--- config.mk ---
export PLATFORM = sky130hd
export DESIGN_NAME = mmio_io_responder
export DESIGN_NICKNAME = d
export VERILOG_FILES = /design/src/rtl/io_map_pkg.sv /design/src/rtl/button_debouncer.sv /design/src/rtl/mmio_io_responder.sv
export SDC_FILE = /design/constraint.sdc
export NUM_CORES = 1
export LEC_CHECK = 0
export ABC_AREA = 1
export CORE_MARGIN = 5
export CORE_UTILIZATION = 25
export CTS_CLUSTER_SIZE = 8
export DETAILED_ROUTE_END_ITERATION = 6
export SLEW_MARGIN = 20
export SYNTH_ARGS = -nofsm -noshare
export SYNTH_HDL_FRONTEND = slang
export SYNTH_HIERARCHICAL = 1
export SYNTH_SLANG_ARGS = --single-unit
export TNS_END_PERCENT = 10
--- constraint.sdc ---
create_clock -name clock -period 2.2 [get_ports clock]
set_input_delay 0.33 -clock clock [delete_from_list [all_inputs] [get_ports clock]]
set_output_delay 0.33 -clock clock [all_outputs]
set_load 0.01 [all_outputs]
--- src/rtl/io_map_pkg.sv ---
// Shared address map and status-word layout for the MMIO I/O responder.
package io_map_pkg;

    // Word addresses decoded by the responder; every other address goes to RAM.
    localparam logic [31:0] BTN_ADDR = 32'd1000;
    localparam logic [31:0] OUT_ADDR = 32'd2000;

    // Bit positions of the two fields packed into the button status word.
    localparam int STATUS_LEVEL_LSB = 0;
    localparam int STATUS_PRESS_LSB = 16;

endpackage

--- src/rtl/button_debouncer.sv ---
// Synchroniser plus debounce filter for a single raw button input.
module button_debouncer #(
    parameter int DEBOUNCE_CYCLES = 16
) (
    input  logic clock,
    input  logic reset,
    input  logic button_raw_i,
    output logic level_o,
    output logic rise_o
);

    localparam int CW = $clog2(DEBOUNCE_CYCLES) + 1;
    localparam logic [CW-1:0] LAST_COUNT = CW'(DEBOUNCE_CYCLES - 1);

    logic          sync1_q;
    logic          sync2_q;
    logic          level_q;
    logic          level_d;
    logic [CW-1:0] count_q;
    logic [CW-1:0] count_d;

    // Count consecutive disagreeing samples; toggle the level once the run is long enough.
    always_comb begin
        level_d = level_q;
        count_d = '0;
        if (sync2_q != level_q) begin
            if (count_q == LAST_COUNT) begin
                level_d = ~level_q;
            end else begin
                count_d = count_q + 1'b1;
            end
        end
    end

    // Two-flop synchroniser followed by the debounce state registers.
    always_ff @(posedge clock) begin
        if (reset) begin
            sync1_q <= 1'b0;
            sync2_q <= 1'b0;
            level_q <= 1'b0;
            count_q <= '0;
        end else begin
            sync1_q <= button_raw_i;
            sync2_q <= sync1_q;
            level_q <= level_d;
            count_q <= count_d;
        end
    end

    assign level_o = level_q;
    // Rise is visible on the same edge the level flips, so the press latch sets in step.
    assign rise_o  = level_d & ~level_q;

endmodule

--- src/rtl/mmio_io_responder.sv ---
// Memory-mapped I/O responder: button status/clear, output register, RAM passthrough.
module mmio_io_responder
    import io_map_pkg::*;
#(
    parameter int NUM_BTN         = 4,
    parameter int DEBOUNCE_CYCLES = 16
) (
    input  logic               clock,
    input  logic               reset,
    input  logic [31:0]        address_dmem,
    input  logic               wren,
    input  logic [31:0]        data,
    output logic [31:0]        q_dmem,
    input  logic [31:0]        ram_q,
    output logic               ram_wren,
    input  logic [NUM_BTN-1:0] button_raw,
    output logic [31:0]        out_reg,
    output logic               out_strobe
);

    logic [NUM_BTN-1:0] level;
    logic [NUM_BTN-1:0] rise;
    logic [NUM_BTN-1:0] latch_q;
    logic [NUM_BTN-1:0] latch_d;
    logic [NUM_BTN-1:0] clrMask;
    logic [31:0]        statusWord;
    logic [31:0]        status_q;
    logic               selBtn_q;
    logic [31:0]        outReg_q;
    logic               outStrobe_q;
    logic               isBtn;
    logic               isOut;

    for (genvar g = 0; g < NUM_BTN; g++) begin : gen_btn
        button_debouncer #(
            .DEBOUNCE_CYCLES(DEBOUNCE_CYCLES)
        ) u_debouncer (
            .clock       (clock),
            .reset       (reset),
            .button_raw_i(button_raw[g]),
            .level_o     (level[g]),
            .rise_o      (rise[g])
        );
    end

    assign isBtn = (address_dmem == BTN_ADDR);
    assign isOut = (address_dmem == OUT_ADDR);

    // Write-1-to-clear mask; a new press on the same edge overrides its clear bit.
    always_comb begin
        clrMask = '0;
        if (isBtn && wren) begin
            clrMask = data[NUM_BTN-1:0];
        end
        latch_d = (latch_q & ~clrMask) | rise;
    end

    // Pack debounced levels and press latches into the readable status word.
    always_comb begin
        statusWord = '0;
        statusWord[STATUS_LEVEL_LSB +: NUM_BTN] = level;
        statusWord[STATUS_PRESS_LSB +: NUM_BTN] = latch_q;
    end

    // Press latches, read-select pipeline stage and the output register.
    always_ff @(posedge clock) begin
        if (reset) begin
            latch_q     <= '0;
            selBtn_q    <= 1'b0;
            status_q    <= '0;
            outReg_q    <= '0;
            outStrobe_q <= 1'b0;
        end else begin
            latch_q     <= latch_d;
            selBtn_q    <= isBtn && !wren;
            status_q    <= statusWord;
            outStrobe_q <= isOut && wren;
            if (isOut && wren) begin
                outReg_q <= data;
            end
        end
    end

    assign q_dmem     = selBtn_q ? status_q : ram_q;
    assign ram_wren   = wren && !isBtn && !isOut;
    assign out_reg    = outReg_q;
    assign out_strobe = outStrobe_q;

endmodule
-- Yosys cells after proc, flatten, opt, wreduce, memory -nomap -nowiden
Cells that the tools add are included.
- input bits: 103
- bits in read-only memories: 0
- memories: 0
- latch bits: 0
- register bits after elaboration: 102
- memory bits (writable): 0
- output and inout port bits: 66
- divide/modulo/power cells: 0
- eq/ne operators: 10
- bitwise logic cells: 15
- reduce and logical (&&, ||, !) cells: 12
- magnitude comparators: 0
- multiply operators: 0
- shifts and indexed selects: 0
- add/subtract/negate cells: 4
- mux-type cells: 10
- operators by type and width (operator ; number):
    == test 32 x 10 -> 1 bit, second input constant ; 1
    == test 32 x 11 -> 1 bit, second input constant ; 1
    2-to-1 mux 32 bit ; 1
    adder 5 x 1 -> 5 bit, second input constant ; 4
    == test 5 x 4 -> 1 bit, second input constant ; 4
    OR reduction 3 bit ; 4
    2-to-1 mux 1 bit ; 8
    inverter 1 bit ; 8
    logical AND 1 bit ; 5
    bitwise AND 1 bit ; 4
    bitwise AND 4 bit ; 1
    2-to-1 mux 4 bit ; 1
    inequality test 1 bit ; 4
    inverter 4 bit ; 1
    OR 4 bit ; 1
    logical NOT 1 bit ; 3

-- Longest topological paths before layout
- word-level depth: 6
- depth in mapped cells: 11

-- Cells and area by module
Netlist, hierarchy kept.
- modules (own cells, without submodules) (module ; times used ; sequential area each (µm²) ; area each (µm²) ; cells each):
    mmio_io_responder ; 1 ; 920.9 ; 2284.7 ; 380
    button_debouncer ; 4 ; 160.2 ; 321.6 ; 38

-- Least setup slack after synthesis
No wires, ideal clock.
- path kind: flip-flop to output port
- start point: register selBtn_q
- end point: output port q_dmem[10]
- data required time: 1.870 ns
- arrival time: 1.107 ns
- slack: 0.763 ns
- stages on the path, launching flop included: 4
- path buffers: 2
- cells stage by stage: dfxtp_1 -> clkbuf_1 -> clkbuf_1 -> nor2_1
- longest elaborated chain between the ends: 1
- RTL lines (item ; RTL line ; text):
    from (decl) ; mmio_io_responder.sv:28 ; logic selBtn_q;
    from (signal assigned) ; mmio_io_responder.sv:75 ; selBtn_q <= isBtn && !wren;
    2-to-1 mux 32 bit ; mmio_io_responder.sv:84 ; assign q_dmem = selBtn_q ? status_q : ram_q;
    to (decl) ; mmio_io_responder.sv:13 ; output logic [31:0] q_dmem,
No other way between the ends.

-- Worst setup path in the final report
- start point: register selBtn_q
- end point: output port q_dmem[18]
Same word-level chain as after synthesis.

==> flow_metrics.env <==
export IMPL_outcome="finished clean"
export IMPL_grt_pass1_wl_um=14400
export IMPL_tritoncts_num_sinks=78
export IMPL_drv_slew=0
export IMPL_fillers=1432
export IMPL_rr_worst_depth=8
export IMPL_top_level_ports=169
export IMPL_synthXorXnorAreaFrac=0.00981
export IMPL_critPathKind="register to output pin"
export IMPL_switchingPower_mw=0.719
export IMPL_critPathTopFamily="buffers and inverters"
export IMPL_grt_max_degree=66
export IMPL_min_path_type="register to register"
export IMPL_grt_pass1_vias=2933
export IMPL_fin_ws_ns=0.108
export IMPL_gr_total_overflow=0
export IMPL_die_area_um2=16800
export IMPL_crit_required_ns=1.87
export IMPL_cts_hold_buf=0
export IMPL_min_period_ns=2.09
export IMPL_slew_headroom=0.729
export IMPL_insertion_delay_ns=0.33
export IMPL_rows=43
export IMPL_cp_slowest_cell="clkdlybuf4s50_1"
export IMPL_ys_seq_area_frac=0.437
export IMPL_crit_buf_inv=2
export IMPL_core_um2=13900
export IMPL_cp_max_fo=25
export IMPL_comb_power_share=0.112
export IMPL_synth_top_family_by_area="simple AND/OR/NAND/NOR gates"
export IMPL_h_tree_depth=3
export IMPL_synth_nets=643
export IMPL_hold_path_startpoint="gen_btn[3].u_debouncer/sync1_q"
export IMPL_synth_avg_cell_area_um2=6.71
export IMPL_synth_compound_area_share=0.0168
export IMPL_cellPowerDensity_nw_per_um2=557
export IMPL_regArea_um2=1560
export IMPL_yosys_area_share_adder=0.0280
export IMPL_die_h_um=130
export IMPL_ys_ff_latch=78
export IMPL_power_leakage_nw=2.63
export IMPL_ys_warnings_count=6
export IMPL_reg2reg_setup_slack_ns=0.78
export IMPL_routed_via_density=3.81
export IMPL_final_common_cell="clkdlybuf4s50_1"
export IMPL_vias=3394
export IMPL_worst_pin_slew_ns=0.406
export IMPL_firstDrtPassIters=4
export IMPL_post_place_ws_ns=-0.0524
export IMPL_switching_share=0.224
export IMPL_synth_area_um2=3570
export IMPL_fin_skew_ns=0.00438
export IMPL_io_buffers=168
export IMPL_drive_above_1_share=0.0816
export IMPL_clock_path_buffers=2
export IMPL_min_delay_worst_endpoint="gen_btn[3].u_debouncer/sync2_q"
export IMPL_synth_cell_type_count=23
export IMPL_gp_congestion=0.760
export IMPL_cpPeakStageDelay_ns=0.50
export IMPL_r2r_start="gen_btn[3].u_debouncer/count_q[0]"
export IMPL_r2r_end="latch_q[3]"
export IMPL_dpl_hpwl_um=7400
export IMPL_seqPwrFrac=0.443
export IMPL_synthMuxAreaShare=0.0252
export IMPL_multiInputGateArea_um2=1500
export IMPL_start_util=0.256
export IMPL_antenna_found_initial=0
export IMPL_wl_per_cell_um=10.7
export IMPL_drv_cap=0
export IMPL_cts_tree="built"
export IMPL_ant_nets=0
export IMPL_pwr_share_clk=0.445
export IMPL_setup_viol=0
export IMPL_drc_errors=0
export IMPL_grt_usage=0.110
export IMPL_worstPathArrival_ns=1.76
export IMPL_rsz0062_at_grt="false"
export IMPL_cts_inserted_buffers=9
export IMPL_max_freq_ghz=0.478
export IMPL_endpoint_kind="output pin"
export IMPL_ctsRootBufferMaster="clkbuf_16"
export IMPL_largest_reg_flops=32
export IMPL_antenna_cells=0
export IMPL_die_w_um=130
export IMPL_drt_iter0_drc=163
export IMPL_drt_wl_total_um=9570
export IMPL_finalNetCount=817
export IMPL_internal_power_mw=2.50
export IMPL_crit_chain="buf_6, mux2_2, clkdlybuf4s50_1"
export IMPL_synth_simple_area_share=0.340
export IMPL_final_cell_mix="clkdlybuf4s50_1, nor2_1, nand2_1, inv_1, dfxtp_1"
export IMPL_startpoint_type="register"
export IMPL_syn_inst=532
export IMPL_clkSlewWorstSetupHoldPaths_ns=0.06
export IMPL_placed_area_um2=5480
export IMPL_timing_final_crit_share=0.951
export IMPL_worst_ir_drop_vdd_uv=327
export IMPL_design_area_um2=5780
export IMPL_holdPathStages=2
export IMPL_syn_to_final_growth_pct=61.8
export IMPL_finalHoldViolCount=0
## power groups by stage
stage,Clock [mW],Combinational [mW],Sequential (mW)
after floorplan,0,0.0906,1.46
after global placement,0,0.364,1.46
after detailed placement,0,0.365,1.46
after CTS,1.49,0.366,1.43
after global routing,1.56,0.390,1.43
final,1.43,0.359,1.43
## Yosys cell counts
cell	instances	area, um^2
nand2_1	114	428
clkinv_1	1	3.75
a21oi_1	1	5.00
nand2_2	4	25.0
inv_1	108	405
nor2_4	4	45.0
clkbuf_1	7	26.3
inv_2	6	22.5
nand3_2	5	50.1
buf_2	3	15.0
ha_1	8	100
o21ai_0	4	20.0
nand4_1	5	31.3
a21oi_2	4	35.0
buf_6	3	33.8
nor2_1	151	567
xnor2_1	4	35.0
mux2_2	8	90.1
buf_1	1	3.75
nor3_1	1	5.00
dfxtp_1	78	1560
nor2_2	2	12.5
nand3_1	10	50.1
## layout make-up
class / count / share of cell area
repair buffers: 177 / 0.305
well taps: 180 / 0.0390
clock buffers: 11 / 0.0438
clock inverters: 5 / 0.00736
multi-input cells: 325 / 0.259
flip-flops and latches: 78 / 0.270
inverters: 115 / 0.0747
## worst register-to-register path: stages (launching register included)
cell and delay (ns):
dfxtp_1 0.34, ha_1 0.23, nand2_1 0.07, nor2_1 0.04, ha_1 0.22, o21ai_0 0.23
nor2_1 0.09, nand2_1 0.07, nand2_1 0.05
## through the flow
stage	hold slack, ns	utilization	cells	setup TNS [ns]	total power, mW
floorplan	0.388	-	532	0	1.55
global placement	0.391	0.393	875	-0.0413	1.82
detailed placement	0.396	0.393	875	-0.0524	1.82
CTS	0.404	0.414	891	0	3.28
global route	0.418	0.415	891	0	3.38
finish	0.403	0.415	891	0	3.22
## worst max path at each step
| stage | startpoint | to | slack (ns) | cells past startpoint |
|---|---|---|---|---|
| 2_1_floorplan | selBtn_q | q_dmem[10] | 0.76 | 3 |
| 3_3_place_gp | address_dmem[29] | ram_wren | -0.04 | 10 |
| 3_5_place_dp | address_dmem[29] | ram_wren | -0.05 | 10 |
| 4_1_cts | selBtn_q | q_dmem[18] | 0.03 | 3 |
| 5_1_grt | address_dmem[27] | ram_wren | 0.0008 | 10 |
| 6_report | selBtn_q | q_dmem[18] | 0.11 | 3 |
## layer usage
| metal | global-route usage | up-vias | share of wire | wire (um) |
|---|---|---|---|---|
| li1 | - | 1878 | - | - |
| met1 | 0.137 | 1392 | 0.44 | 4180 |
| met2 | 0.180 | 111 | 0.46 | 4360 |
| met3 | 0.0400 | 13 | 0.096 | 918 |
| met4 | 0.0306 | 0 | 0.011 | 108 |
| met5 | 0 | - | 0 | 0 |
## cell families (layout without fill, tap and decap cells)
kind of cell,Yosys count,in the layout
AOI/OAI and AO/OA,9,9
xor gates and xnor gates,4,4
adders and majority gates,8,8
buffers and inverters,129,308
DFF,78,78
muxes,8,8
and+or+nand+nor,296,296
## repair_timing
item / 4_1_cts / 5_1_grt
gates resized for setup: 1 / 1
setup buffers: 0 / 0
setup endpoints to repair: 1 / 1
gates cloned: 0 / 0
Note: power is estimated with default switching activity, not from simulation.
